### config.mk
export PLATFORM = sky130hd
export DESIGN_NAME = des_key_schedule_ctrl
export DESIGN_NICKNAME = d
export VERILOG_FILES = /design/src/rtl/des_key_schedule_ctrl.sv
export SDC_FILE = /design/constraint.sdc
export NUM_CORES = 1
export LEC_CHECK = 0
export ABC_AREA = 1
export ABC_CLOCK_PERIOD_IN_PS = 2800
export CORE_ASPECT_RATIO = 1.1
export CORE_UTILIZATION = 40
export CTS_BUF_LIST = sky130_fd_sc_hd__clkbuf_8
export DETAILED_ROUTE_END_ITERATION = 8
export PLACE_DENSITY = 0.73
export RECOVER_POWER = 25
export SLEW_MARGIN = 15
export SYNTH_ARGS = -nofsm -noshare
export SYNTH_HDL_FRONTEND = slang
export SYNTH_HIERARCHICAL = 1
export SYNTH_SLANG_ARGS = --single-unit
### constraint.sdc
create_clock -name clk -period 2.8 [get_ports clk]
set_clock_uncertainty 0.1 [all_clocks]
set_input_delay 0.28 -clock clk [delete_from_list [all_inputs] [get_ports clk]]
set_output_delay 0.28 -clock clk [all_outputs]
set_load 0.01 [all_outputs]
### src/rtl/des_key_schedule_ctrl.sv
// -----------------------------------------------------------------------------
// des_key_schedule_ctrl
//
// Sequences the DES key schedule for a downstream round pipeline. A 64-bit key
// goes through PC-1. The resulting 28-bit C/D halves are then rotated through
// 16 rounds. One round's C/D pair is presented per valid/ready handshake.
// PC-2 compression happens downstream and is not part of this block.
//
// Bit numbering: index 0 of every vector is DES bit 1.
//
// Ports:
//   clk          in   1   system clock, rising edge
//   rst          in   1   synchronous, active-high reset
//   key_in       in   64  key, key_in[i] = DES key bit i+1
//   key_valid    in   1   key_in/decrypt valid
//   key_ready    out  1   high only in IDLE
//   decrypt      in   1   sampled with the key: 0 = K1..K16, 1 = K16..K1
//   abort        in   1   synchronous abandon of the current schedule
//   subkey_c     out  28  current C half
//   subkey_d     out  28  current D half
//   round_num    out  5   round being presented (1..16), 0 when not valid
//   subkey_valid out  1   subkey_c/subkey_d/round_num valid
//   subkey_ready in   1   consumer accepts the current round
//   last_round   out  1   subkey_valid && round_num == 16
//   sched_done   out  1   one-cycle pulse after round 16 is accepted
//
// Parameter AUTO_ADVANCE: 1 = advance one round per cycle while in ROUND and
// ignore subkey_ready; 0 = advance only on subkey_valid && subkey_ready.
// -----------------------------------------------------------------------------

// Permuted choice 1: this is pure wiring and contains no logic.
// Each table holds zero-based DES bit positions, in output order.
module permuted_choice_1 (
   input  logic [63:0] key_in,
   output logic [27:0] c_out,
   output logic [27:0] d_out
);

   localparam logic [5:0] PC1_C [28] = '{
      6'd56, 6'd48, 6'd40, 6'd32, 6'd24, 6'd16, 6'd8,
      6'd0,  6'd57, 6'd49, 6'd41, 6'd33, 6'd25, 6'd17,
      6'd9,  6'd1,  6'd58, 6'd50, 6'd42, 6'd34, 6'd26,
      6'd18, 6'd10, 6'd2,  6'd59, 6'd51, 6'd43, 6'd35
   };

   localparam logic [5:0] PC1_D [28] = '{
      6'd62, 6'd54, 6'd46, 6'd38, 6'd30, 6'd22, 6'd14,
      6'd6,  6'd61, 6'd53, 6'd45, 6'd37, 6'd29, 6'd21,
      6'd13, 6'd5,  6'd60, 6'd52, 6'd44, 6'd36, 6'd28,
      6'd20, 6'd12, 6'd4,  6'd27, 6'd19, 6'd11, 6'd3
   };

   for (genvar g = 0; g < 28; g++) begin : g_pc1
      assign c_out[g] = key_in[PC1_C[g]];
      assign d_out[g] = key_in[PC1_D[g]];
   end

endmodule

module des_key_schedule_ctrl #(
   parameter bit AUTO_ADVANCE = 1'b0
) (
   input  logic        clk,
   input  logic        rst,
   input  logic [63:0] key_in,
   input  logic        key_valid,
   output logic        key_ready,
   input  logic        decrypt,
   input  logic        abort,
   output logic [27:0] subkey_c,
   output logic [27:0] subkey_d,
   output logic [4:0]  round_num,
   output logic        subkey_valid,
   input  logic        subkey_ready,
   output logic        last_round,
   output logic        sched_done
);

   typedef enum logic [1:0] {
      IDLE  = 2'd0,
      ROUND = 2'd1,
      DONE  = 2'd2
   } state_t;

   state_t      state;
   logic        dir_q;       // 1 = decrypt, so the halves rotate right
   logic [27:0] pc1_c;
   logic [27:0] pc1_d;
   logic        advance;
   logic [4:0]  next_round;
   logic        next_single; // the next round shifts by 1 instead of 2

   permuted_choice_1 u_pc1 (
      .key_in (key_in),
      .c_out  (pc1_c),
      .d_out  (pc1_d)
   );

   // Index 0 is DES bit 1. A DES left rotate therefore moves bits toward
   // index 0, and a right rotate moves them away from index 0.
   function automatic logic [27:0] rotate(input logic [27:0] x,
                                          input logic        right,
                                          input logic        single);
      logic [27:0] r;
      case ({right, single})
         2'b01:   r = {x[0],     x[27:1]};   // left by 1
         2'b00:   r = {x[1:0],   x[27:2]};   // left by 2
         2'b11:   r = {x[26:0],  x[27]};     // right by 1
         default: r = {x[25:0],  x[27:26]};  // right by 2
      endcase
      return r;
   endfunction

   assign advance    = subkey_valid && (subkey_ready || AUTO_ADVANCE);
   assign next_round = round_num + 5'd1;

   // Rounds 2..16 use the same shift amounts in both directions. Only round 1
   // differs, and that difference is taken care of when the key is loaded.
   assign next_single = (next_round == 5'd2) || (next_round == 5'd9) ||
                        (next_round == 5'd16);

   assign key_ready  = (state == IDLE);
   assign last_round = subkey_valid && (round_num == 5'd16);

   // NOTE: all state in this block is updated with non-blocking assignments.
   // Because of this, every branch reads the values from before the edge, and
   // the result does not depend on statement order.
   always_ff @(posedge clk) begin
      if (rst) begin
         state        <= IDLE;
         dir_q        <= 1'b0;
         subkey_c     <= '0;
         subkey_d     <= '0;
         round_num    <= '0;
         subkey_valid <= 1'b0;
         sched_done   <= 1'b0;
      end else if (abort) begin
         // Abort wins over advance and over key accept. C/D are left as they
         // are because they are not valid.
         state        <= IDLE;
         round_num    <= '0;
         subkey_valid <= 1'b0;
         sched_done   <= 1'b0;
      end else begin
         case (state)
            IDLE: begin
               sched_done <= 1'b0;
               if (key_valid) begin
                  // Encrypt starts at K1, which is PC-1 rotated left by 1.
                  // Decrypt starts at K16, which is PC-1 itself (total shift 28).
                  dir_q        <= decrypt;
                  subkey_c     <= decrypt ? pc1_c : rotate(pc1_c, 1'b0, 1'b1);
                  subkey_d     <= decrypt ? pc1_d : rotate(pc1_d, 1'b0, 1'b1);
                  round_num    <= 5'd1;
                  subkey_valid <= 1'b1;
                  state        <= ROUND;
               end
            end

            ROUND: begin
               if (advance) begin
                  if (round_num == 5'd16) begin
                     subkey_valid <= 1'b0;
                     round_num    <= '0;
                     sched_done   <= 1'b1;
                     state        <= DONE;
                  end else begin
                     subkey_c  <= rotate(subkey_c, dir_q, next_single);
                     subkey_d  <= rotate(subkey_d, dir_q, next_single);
                     round_num <= next_round;
                  end
               end
            end

            DONE: begin
               // This single cycle keeps a new key accept from ever
               // coinciding with sched_done.
               sched_done <= 1'b0;
               state      <= IDLE;
            end

            default: begin
               state        <= IDLE;
               round_num    <= '0;
               subkey_valid <= 1'b0;
               sched_done   <= 1'b0;
            end
         endcase
      end
   end

endmodule

Word-level counts from Yosys, hierarchy flattened --
Cells that the tools add are included.
Cells by class: add/sub/neg operators 1, equality and inequality tests 12, multiplexer cells 24, bitwise gates (word level) 3, reductions and logical operators 15
Operators with widths (count):
- 28-bit 2-to-1 mux | 8
- 28-bit case mux with 3 select lines | 2
- 28-bit case mux with 2 select lines | 2
- 5-bit 2-to-1 mux | 3
- 5-bit case mux with 3 select lines | 1
- 5-bit equality test, second input constant | 2
- 3-bit AND reduction | 3
- 2-bit != test, second input constant | 4
- 2-bit 2-to-1 mux | 3
- 5-bit by 1-bit adder with 5-bit output, second input constant | 1
- 5-bit by 2-bit equality test with 1-bit output, second input constant | 1
- 5-bit by 4-bit equality test with 1-bit output, second input constant | 1
- 5-bit AND reduction | 1
- 2-bit by 1-bit equality test with 1-bit output, second input constant | 2
- 2-bit equality test, second input constant | 2
- 2-bit logical NOT | 2
- 2-bit case mux with 2 select lines | 1
- 4-bit AND reduction | 1
- 1-bit 2-to-1 mux | 3
- 1-bit inverter | 3
- 1-bit case mux with 3 select lines | 1
- 3-bit OR reduction | 1
- 1-bit logical AND | 2
- 1-bit logical OR | 2
- other kinds (3) | 3
Word-level totals: register bits 66, output and inout bits 65

Depth between registers and ports, before layout --
word-level depth 9, depth in mapped cells 13

Hierarchy --
Netlist, hierarchy kept.
Modules (own cells, without submodules):
- des_key_schedule_ctrl | times used 1, cells an instance 1032, area each 5987.0 sq um
- permuted_choice_1 | times used 1, cells an instance 56, area each 420.4 sq um

Least setup slack after synthesis --
OpenSTA, ideal clock, no wires.
kind reg-to-reg, start point register round_num[0], end point register subkey_c[2], setup time 0.119 ns, arrival 1.759 ns, data required time 2.581 ns, path slack 0.822 ns, cell stages (with the launch flop) 13, clock period less this slack 1.978 ns, path through dfxtp_1 ha_1 nand3_1 nand2_1 nand2_1 nand3_1 nand3_4 buf_6 buf_2 o21bai_1 nand3_1 nand2_1 a21oi_1
On the way: longest elaborated chain between the ends 9, elaborated cells on any way between the ends 16
RTL lines:
- start: declaration | RTL line 72 | output logic [4:0] round_num,
- start signal: assignment | RTL line 170 | round_num <= next_round;
- 5-bit by 1-bit adder with 5-bit output | RTL line 115 | assign next_round = round_num + 5'd1;
- 5-bit by 2-bit equality test with 1-bit output / 5-bit by 4-bit equality test with 1-bit output (equally long branches) | RTL line 119 | assign next_single = (next_round == 5'd2) || (next_round == 5'd9) ||
- 1-bit logical OR (2 in series) | RTL line 119
- 2-bit equality test, or another cell as far along | RTL line 105 | case ({right, single})
- 28-bit case mux with 3 select lines | RTL line 105
- 28-bit 2-to-1 mux | RTL line 162 | if (round_num == 5'd16) begin
- 28-bit 2-to-1 mux | RTL line 161 | if (advance) begin
- 28-bit case mux with 2 select lines | RTL line 145 | case (state)
- end signal: assignment | RTL line 152 | subkey_c <= decrypt ? pc1_c : rotate(pc1_c, 1'b0, 1'b1);
- end signal: assignment | RTL line 168 | subkey_c <= rotate(subkey_c, dir_q, next_single);
- end: declaration | RTL line 70 | output logic [27:0] subkey_c,
Several ways; a longest one is shown, not always the timed one. The select of a mux whose other input is x is not followed. A chain may end at the register's enable or synchronous reset.

Worst setup path in the final report --
start point register round_num[0], end point output last_round
On the way: longest elaborated chain between the ends 2
RTL lines:
- 5-bit equality test | RTL line 123 | assign last_round = subkey_valid && (round_num == 5'd16);
- 1-bit logical AND | RTL line 123
- end: declaration | RTL line 75 | output logic last_round,
Every way passes these cells.

==> run metrics <==
status=completed; share of the synthesized area in the top cell type=0.206; gate count after technology mapping=1088; Least-Margin Pin Slew=1.08 ns; number of enable flip-flop cells after synthesis=0; Final #Nets=1167; Post CTS Setup Buffer Count=0; #FFs+latches synth=66; initial antenna violation count=0; first-pass GRT wire length=29.5 mm; WP data required=2.42 ns; fraction of layout cells with a size suffix above 1=0.0383; drt total wl=18.1 mm; ant diodes=0; IO Count=135; post-synth cell types=30; Core ar.=0.0157 sq mm; initial core utilization=0.409; placed cell area=0.00724 sq mm; min Tclk post-route=2.50 ns; DRT iter0 DRCs=665; H-tree depth=3; syn_area_per_cell=5.89 sq um; syn_nets=1162; sequential element share of the synthesized area=0.206; DIE HEIGHT=135 um; Layout area overhead=15.4%; DRT Pass-1 Iters=5; Final ANT Viol Nets=0; Final Hold Viols=0; worst hold-check path type=flop to flop; final slew viol count=0; total grt overflow=0; Detailed Place HPWL=11.0 mm; largest net degree at the start of global routing=113; Die X=123 um; crit path kind=flop to output port; vias in the first global route=6132; CTS Buf Count=9; clk sink count=66; # setup viols final=0; P_leak=3.25 nW; CTS max path bufs=2; Max-cap violations=0; Worst Setup End Kind=output port; yosys synthesis warning count=6; DR vias=7021; crit-path max FO=9; Residual DRC=0; VDD IR max=0.179 mV; Final Instance Area=0.00739 sq mm; port bufs=126; pwr/cell area=368 mW/mm^2; via/cell ratio=5.42; Highest Clock Rate=0.401 GHz; # fillers=1677; Startpoint Class=flop; TritonCTS clock tree=done; Cell Area, Synth=0.00641 sq mm; Final GP Congestion=0.841; unrepaired setup endpoints after global routing=false; area leader, netlist=dfxtp_1; Final Cycle Share=0.891; setup TNS=0 ns; most common cell in the synthesized netlist=nand2_1; Worst-Skew Late Latency=0.37 ns; clk root buf=clkbuf_8; ranking of synthesized cells by area=dfxtp_1 (21%), nand2_1 (16%), a21oi_1 (9.3%), nand3_1 (7.6%), buf_4 (7.0%); Std-Cell Rows=48; ys flop type=dfxtp_1; die footprint=0.0165 sq mm; Rel. slew slack=0.279; ys async rst share=0; most frequent cells after synthesis=nand2_1 (272), a21oi_1 (119), nand3_1 (97); Routed wire per std cell=14.0 um; Tot GR Track Use=0.220; Layout Utilization=0.472; WP data arrival=2.12 ns; Clk pin slew, worst setup/hold paths=0.07 ns
-- per-stage QoR --
step / hold WS (ns) / total power [mW] / worst slack, ns / instances
after floorplan: 0.360 / 1.75 / 0.822 / 1088
after global placement: 0.397 / 2.03 / 0.544 / 1282
after detailed placement: 0.413 / 2.04 / 0.490 / 1282
after CTS: 0.424 / 2.75 / 0.142 / 1296
after global routing: 0.443 / 2.89 / 0.0840 / 1296
final: 0.418 / 2.72 / 0.304 / 1296
-- state kept, by name (all words and copies together), names as in the netlist --
register / flops
sched_done: 1
subkey_c: 28
subkey_valid: 1
dir_q: 1
round_num: 5
state: 2
subkey_d: 28
-- cells in the final DEF, fill, tap and decap left out, types with 3 or more instances in the layout --
cell type          n
nand2_1          272
a21oi_1          119
nand3_1           97
clkdlybuf4s50_1   96
inv_1             78
nor2_1            65
dfxtp_1           65
o21ai_0           59
nand4_1           56
nand3b_1          53
o21bai_1          32
dlygate4sd3_1     29
o21ai_1           23
buf_4             11
clkbuf_8          10
buf_12             5
inv_2              4
ha_1               4
nor2_4             3
-- worst paths after layout --
check	start	to	slack (ns)	cells past startpoint
worst max-delay path	round_num[0]$_SDFFE_PP0P_	last_round	0.30	7
worst min-delay path	round_num[4]$_SDFFE_PP0P_	round_num[4]$_SDFFE_PP0P_	0.42	2
worst max register to register	round_num[0]$_SDFFE_PP0P_	subkey_c[16]$_SDFFE_PP0P_	0.48	11
worst min register to register	round_num[4]$_SDFFE_PP0P_	round_num[4]$_SDFFE_PP0P_	0.42	2
-- power by group --
part | leakage (nW) | switching [mW] | internal (mW)
clock | 0.0932 | 0.381 | 0.323
sequential | 0.543 | 0.115 | 1.01
combinational | 2.61 | 0.475 | 0.415
-- metal layers --
layer	up-vias	track usage	part of all wire
met3	23	0.0291	0.042
met5	-	0	0
met4	0	0.0799	0.017
li1	3581	-	-
met1	3241	0.268	0.44
met2	176	0.389	0.50
-- critical path, stage by stage (launching register included) --
cell             delay, ns
dfxtp_1               0.40
inv_1                 0.10
ha_1                  0.14
inv_1                 0.06
nor4_2                0.31
inv_1                 0.11
nor2_1                0.10
clkdlybuf4s50_1       0.54
-- layout make-up --
cell class | count | area (sq um) | share of cell area
multi-input cells | 794 | 3930 | 0.531
repair buffers | 143 | 1440 | 0.195
flip-flops and latches | 66 | 1320 | 0.179
inverters | 79 | 298 | 0.0403
well taps | 200 | 250 | 0.0339
clock buffers | 10 | 138 | 0.0186
clock inverters | 4 | 15.0 | 0.00203
-- timing repair --
action	4_1_cts	5_1_grt
endpoints found under the setup margin	0	1
gates resized for setup	0	1
hold buffers	0	0
-- logic make-up (layout without fill, tap and decap cells) --
family	count (synthesis)	in the layout	synth area share
and+or+nand+nor	552	552	0.402
AOI/OAI and AO/OA	237	237	0.199
buffers and inverters	228	236	0.184
DFF	66	66	0.206
adders and majority gates	4	4	0.00781
xor gates and xnor gates	1	1	0.00137
(Power assumes the default switching activity.)
